### src/rtl/conv_pkg.sv
// Shared types and helpers for the conv/pool stream blocks.
// Default geometry matches the conv output of 96-65+1 samples.
package conv_pkg;

  localparam int SAMPLE_W = 16;
  localparam int LEN_DEF  = 32;
  localparam int POOL_DEF = 2;
  localparam int NUM_OUT  = (LEN_DEF + POOL_DEF - 1) / POOL_DEF;

  typedef logic signed [SAMPLE_W-1:0] sample_t;

  function automatic int cnt_w(input int n);
    return (n <= 1) ? 1 : $clog2(n);
  endfunction

  function automatic sample_t max_s(input sample_t a, input sample_t b);
    return (b > a) ? b : a;
  endfunction

endpackage

### src/rtl/stream_fifo2.sv
// Two-entry valid/ready FIFO with registered not_full.
// not_full is derived from the next-state count so it never lags a push.
module stream_fifo2 #(
  parameter int WIDTH = 17
) (
  input  logic             clk,
  input  logic             rst,
  input  logic             wr_valid,
  input  logic [WIDTH-1:0] wr_data,
  output logic             not_full,
  output logic [WIDTH-1:0] rd_data,
  output logic             rd_valid,
  input  logic             rd_ready
);

  logic [WIDTH-1:0] mem0, mem1;
  logic             wr_ptr, rd_ptr;
  logic [1:0]       count, count_nxt;
  logic             push, pop;

  assign push = wr_valid & (count != 2'd2);
  assign pop  = rd_ready & (count != 2'd0);

  always_comb begin
    count_nxt = count;
    if (push & ~pop) count_nxt = count + 2'd1;
    if (pop & ~push) count_nxt = count - 2'd1;
  end

  always_ff @(posedge clk or posedge rst) begin
    if (rst) begin
      mem0     <= '0;
      mem1     <= '0;
      wr_ptr   <= 1'b0;
      rd_ptr   <= 1'b0;
      count    <= 2'd0;
      not_full <= 1'b0;
    end else begin
      if (push) begin
        if (wr_ptr) mem1 <= wr_data;
        else        mem0 <= wr_data;
        wr_ptr <= ~wr_ptr;
      end
      if (pop) rd_ptr <= ~rd_ptr;
      count    <= count_nxt;
      not_full <= (count_nxt != 2'd2);
    end
  end

  assign rd_data  = rd_ptr ? mem1 : mem0;
  assign rd_valid = (count != 2'd0);

endmodule

### src/rtl/maxpool_stream.sv
// Non-overlapping 1-D signed max-pool over fixed-length vectors.
// The final window of a vector may be partial and is flushed at vector end.
module maxpool_stream
  import conv_pkg::*;
#(
  parameter int T      = SAMPLE_W,
  parameter int LEN_IN = LEN_DEF,
  parameter int POOL   = POOL_DEF
) (
  input  logic                clk,
  input  logic                reset,
  input  logic signed [T-1:0] x_data,
  input  logic                x_valid,
  output logic                x_ready,
  output logic signed [T-1:0] y_data,
  output logic                y_valid,
  input  logic                y_ready,
  output logic                y_last
);

  localparam int WC = cnt_w(POOL);
  localparam int IC = cnt_w(LEN_IN);

  logic [WC-1:0]       win_cnt;
  logic [IC-1:0]       in_cnt;
  logic signed [T-1:0] run_max;
  logic signed [T-1:0] cand;
  logic                acc, vec_end, close;
  logic                not_full, rd_valid;
  logic [T:0]          rd_data;

  assign acc     = x_valid & x_ready;
  assign vec_end = (in_cnt == IC'(LEN_IN - 1));
  assign close   = (win_cnt == WC'(POOL - 1)) | vec_end;

  // First sample of a window replaces the running max outright
  always_comb begin
    cand = x_data;
    if (win_cnt != '0 && run_max > x_data) cand = run_max;
  end

  always_ff @(posedge clk or posedge reset) begin
    if (reset) begin
      win_cnt <= '0;
      in_cnt  <= '0;
      run_max <= '0;
    end else if (acc) begin
      run_max <= cand;
      win_cnt <= close ? '0 : win_cnt + WC'(1);
      in_cnt  <= vec_end ? '0 : in_cnt + IC'(1);
    end
  end

  stream_fifo2 #(
    .WIDTH(T + 1)
  ) u_fifo (
    .clk      (clk),
    .rst      (reset),
    .wr_valid (acc & close),
    .wr_data  ({vec_end, cand}),
    .not_full (not_full),
    .rd_data  (rd_data),
    .rd_valid (rd_valid),
    .rd_ready (y_ready)
  );

  assign x_ready = not_full;
  assign y_valid = rd_valid;
  assign y_data  = rd_valid ? rd_data[T-1:0] : '0;
  assign y_last  = rd_valid & rd_data[T];

endmodule

### config.mk
export PLATFORM = sky130hd
export DESIGN_NAME = maxpool_stream
export DESIGN_NICKNAME = d
export VERILOG_FILES = /design/src/rtl/conv_pkg.sv /design/src/rtl/stream_fifo2.sv /design/src/rtl/maxpool_stream.sv
export SDC_FILE = /design/constraint.sdc
export NUM_CORES = 1
export LEC_CHECK = 0
export ABC_AREA = 1
export BUFFER_PORTS_ARGS = -buffer_cell sky130_fd_sc_hd__buf_2
export CAP_MARGIN = 20
export CORE_AREA = 4 4 87 89
export CTS_BUF_LIST = sky130_fd_sc_hd__clkbuf_4 sky130_fd_sc_hd__clkbuf_8
export CTS_CLUSTER_DIAMETER = 200
export DETAILED_ROUTE_END_ITERATION = 16
export DIE_AREA = 0 0 91 93
export GPL_ROUTABILITY_DRIVEN = 0
export GPL_TIMING_DRIVEN = 0
export PLACE_DENSITY = 0.82
export SYNTH_ARGS = -nofsm -noshare
export SYNTH_HDL_FRONTEND = slang
export SYNTH_HIERARCHICAL = 1
export SYNTH_SLANG_ARGS = --single-unit
### constraint.sdc
create_clock -name clk -period 2.9 [get_ports clk]
set_input_delay 0.29 -clock clk [delete_from_list [all_inputs] [get_ports clk]]
set_output_delay 0.29 -clock clk [all_outputs]
set_load 0.02 [all_outputs]
==> qor.yml <==
status:
  status: "complete, no violations"
yosys:
  synth_fa_ha_area_share_pct: 6.78
  yosysUniqueCellTypes: 24
  yosysTopAreaCell: "dfrtp_1"
  synth_top_area_share_pct: 41.4
  ys_seq_elements: 61
  yosys.area_share.xor_xnor_pct: 0.237
  synth_compound_area_share_pct: 8.24
  synth_area_leaders: "dfrtp_1 (41%), nand2_1 (19%), inv_1 (8.8%), ha_1 (6.8%), nand3_1 (5.2%)"
  synth_top_family_by_area: "simple AND/OR/NAND/NOR gates"
  synth.mux.area_fraction_pct: 0
  seq_area_frac_synth_pct: 41.4
  synth.cell_area_mm2: 0.00369
  synth_simple_gate_area_share_pct: 31.0
  yosys_warnings: 6
  avgSynthCellArea_um2: 7.32
  syn_nets: 544
  syn_inst: 504
sta:
  finalMaxSlewViolations: 0
  fmax_ghz: 0.424
  rsz0062_at_grt: "no"
  setup_ws_ps: 539
  fin_skew_ps: 7.71
  period_needed_ps: 2360
  setup_viol: 0
  relSlewSlack_pct: 37.9
  worstMarginPinSlew_ps: 930
  tns_ps: 0
  hold_viol_final: 0
  post-route-period-util_pct: 81.4
detailed_routing:
  drcViolationCount: 0
  drtAntennaViolNets: 0
  viasPerCell: 5.01
  drt_wl_total_um: 8170
  vias: 3202
  drt_iter0_drc: 208
  wire_per_inst_um: 12.8
  firstDrtPassIters: 5
die:
  die_area_mm2: 0.00846
  num_rows: 30
  ioPinCount: 39
  die_x_um: 91
  die_h_um: 93
  start_util_pct: 54.6
  core-area_mm2: 0.00676
pwr:
  p_comb_share_pct: 54.5
  power_mw: 4.97
  switchingPower_mw: 2.34
  ir_drop_v: 0.000562
  leakagePower_nw: 2.51
  power_density_mw_per_mm2: 1180
  seqPwrFrac_pct: 30.0
  p_clk_share_pct: 15.5
  p_int_mw: 2.63
  swShare_pct: 47.1
cts:
  h-tree-depth: 3
  clockBufferDepth: 2
  cts_inserted_buffers: 9
  clk_pin_slew_ps: 70
  worstSkewPairLatency_ps: 350
  cts_root_buf: "clkbuf_8"
  ctsHoldBuffers: 0
  cts_resized: 0
  cts_setup_buffers: 0
  cts_tree: "built"
  clkSinkCount: 61
job:
  cap_violations: 0
global_route:
  grt_start_max_net_pins: 24
  grt_pass1_vias: 3151
  grt_pass1_wl_um: 14200
  grtUsageTotal_pct: 21.0
  overflow: 0
  antenna_found_initial: 0
setup_path:
  arrival_ps: 2620
  r2r_start: "in_cnt[0]"
  crit_top_cell: "inv_1"
  worst-setup-path-type: "register to register"
  crit_fanout: 10
  rrSetupSlack_ps: 540
  worst_path_max_delay_cell: "dfrtp_1"
  crit_path_end_kind: "register"
  crit_chain: "ha_1, inv_1, nor3_1, ha_1, inv_1, a21oi_1, inv_1, nor2_1, nand2_1, clkbuf_1, o21ai_0"
  startpoint_type: "register"
  r2r_end: "u_fifo/mem1[0]"
  cp_top_family: "compound AO/OA/AOI/OAI gates"
  worst_r2r_path_depth: 11
  critPathRequiredTime_ps: 3160
  cpPeakStageDelay_ps: 400
  critical_path_buf_inv_count: 4
cells_and_area:
  num_antenna_cells: 0
  drive_gt1_share_pct: 17.7
  final_net_count: 594
  syn2layout_area_growth_pct: 14.0
placement:
  portBuffers: 38
  dp_hpwl_um: 6020
  pre_cts_ws_ps: 577
worst_hold_path:
  hold_class: "input pin to asynchronous set/reset pin"
[cell usage in the layout, fill, tap and decap left out, drive strengths merged]
| master | count |
|---|---|
| and2 | 16 |
| inv | 87 |
| dfrtp | 61 |
| o21a | 1 |
| clkinv | 4 |
| ha | 20 |
| nand2 | 195 |
| nand4 | 1 |
| nor2 | 13 |
| nand3 | 38 |
| or2 | 1 |
| buf | 52 |
| xor2 | 1 |
| clkbuf | 16 |
| a21oi | 8 |
| o21ai | 37 |
| bufinv | 1 |
| nor3 | 3 |
| clkinvlp | 3 |
| a21o | 1 |
[worst max-delay path by stage]
stage / from / endpoint / slack (ps) / cells past startpoint
2_1_floorplan: run_max[15] / u_fifo/mem1[0] / 940 / 13
3_3_place_gp: x_data[15] / u_fifo/mem1[2] / 600 / 13
4_1_cts: u_fifo/count[0] / y_data[8] / 500 / 8
5_1_grt: in_cnt[0] / u_fifo/mem1[0] / 250 / 11
3_5_place_dp: x_data[15] / u_fifo/mem1[0] / 580 / 13
6_report: in_cnt[0] / u_fifo/mem1[0] / 540 / 11
[cells in the mapped netlist]
master / number
inv_1: 87
and2_1: 16
nor2_1: 11
nand2_1: 183
xor2_1: 1
nand2_2: 10
ha_1: 20
dfrtp_1: 61
nand2_4: 2
a21oi_1: 8
o21a_1: 1
nor2_2: 2
o21ai_2: 17
buf_6: 5
clkinv_1: 2
o21ai_0: 20
nand4_1: 1
buf_2: 6
buf_4: 2
nor3_1: 3
or2_1: 1
a21o_1: 1
nand3_1: 38
clkbuf_1: 6
[logic make-up after synthesis]
family	after synthesis
adders and majority gates	20
AOI/OAI and AO/OA	47
and+or+nand+nor	267
xor gates and xnor gates	1
buffers and inverters	108
DFF	61
[power groups by stage]
| stage | Combinational [mW] | Clock, mW | Sequential [mW] |
|---|---|---|---|
| after floorplan | 2.05 | 0 | 1.45 |
| after global placement | 2.59 | 0 | 1.47 |
| after detailed placement | 2.69 | 0 | 1.50 |
| after CTS | 2.71 | 0.780 | 1.49 |
| after global routing | 3.07 | 0.826 | 1.54 |
| final | 2.71 | 0.769 | 1.49 |
[sequential cells by signal (all words and copies together), names as in the netlist, 2 cells and up]
name and flops:
u_fifo/mem0 17, in_cnt 5, run_max 16, u_fifo/mem1 17
u_fifo/count 2
[layer usage]
metal  global-route usage [%]  wire length, um  vias to the layer above  share of wire (%)
met3                     3.54              398                       13                4.9
met2                     36.1             4010                       86                 49
li1                         -                -                     1636                  -
met5                        0                0                        -                  0
met1                     26.0             3610                     1467                 44
met4                     9.55              153                        0                1.9
[worst reg2reg max path, stage by stage (launching register included)]
cell	delay (ps)
dfrtp_1	400
ha_1	180
inv_1	50
nor3_1	170
ha_1	250
inv_1	70
a21oi_1	250
inv_1	70
nor2_1	120
nand2_1	180
clkbuf_1	270
o21ai_0	250
[area by class of cell]
type,instances,area [um2]
buffer,19,124
clock buffer,10,138
clock inverter,6,62.6
fill,600,2550
inverter,89,334
multi-input combinational,335,1710
sequential,61,1530
tap,80,100
timing repair buffer,39,218
[stage by stage]
step           instances  hold WS, ps  util, %  instance area (um2)
2_1_floorplan        504          279        -                 3690
3_3_place_gp         622          464     58.9                 3980
3_5_place_dp         623          470     59.3                 4010
4_1_cts              639          157     62.3                 4210
5_1_grt              639          207     62.3                 4210
6_report             639          133     62.3                 4210
(Power assumes the default switching activity.)
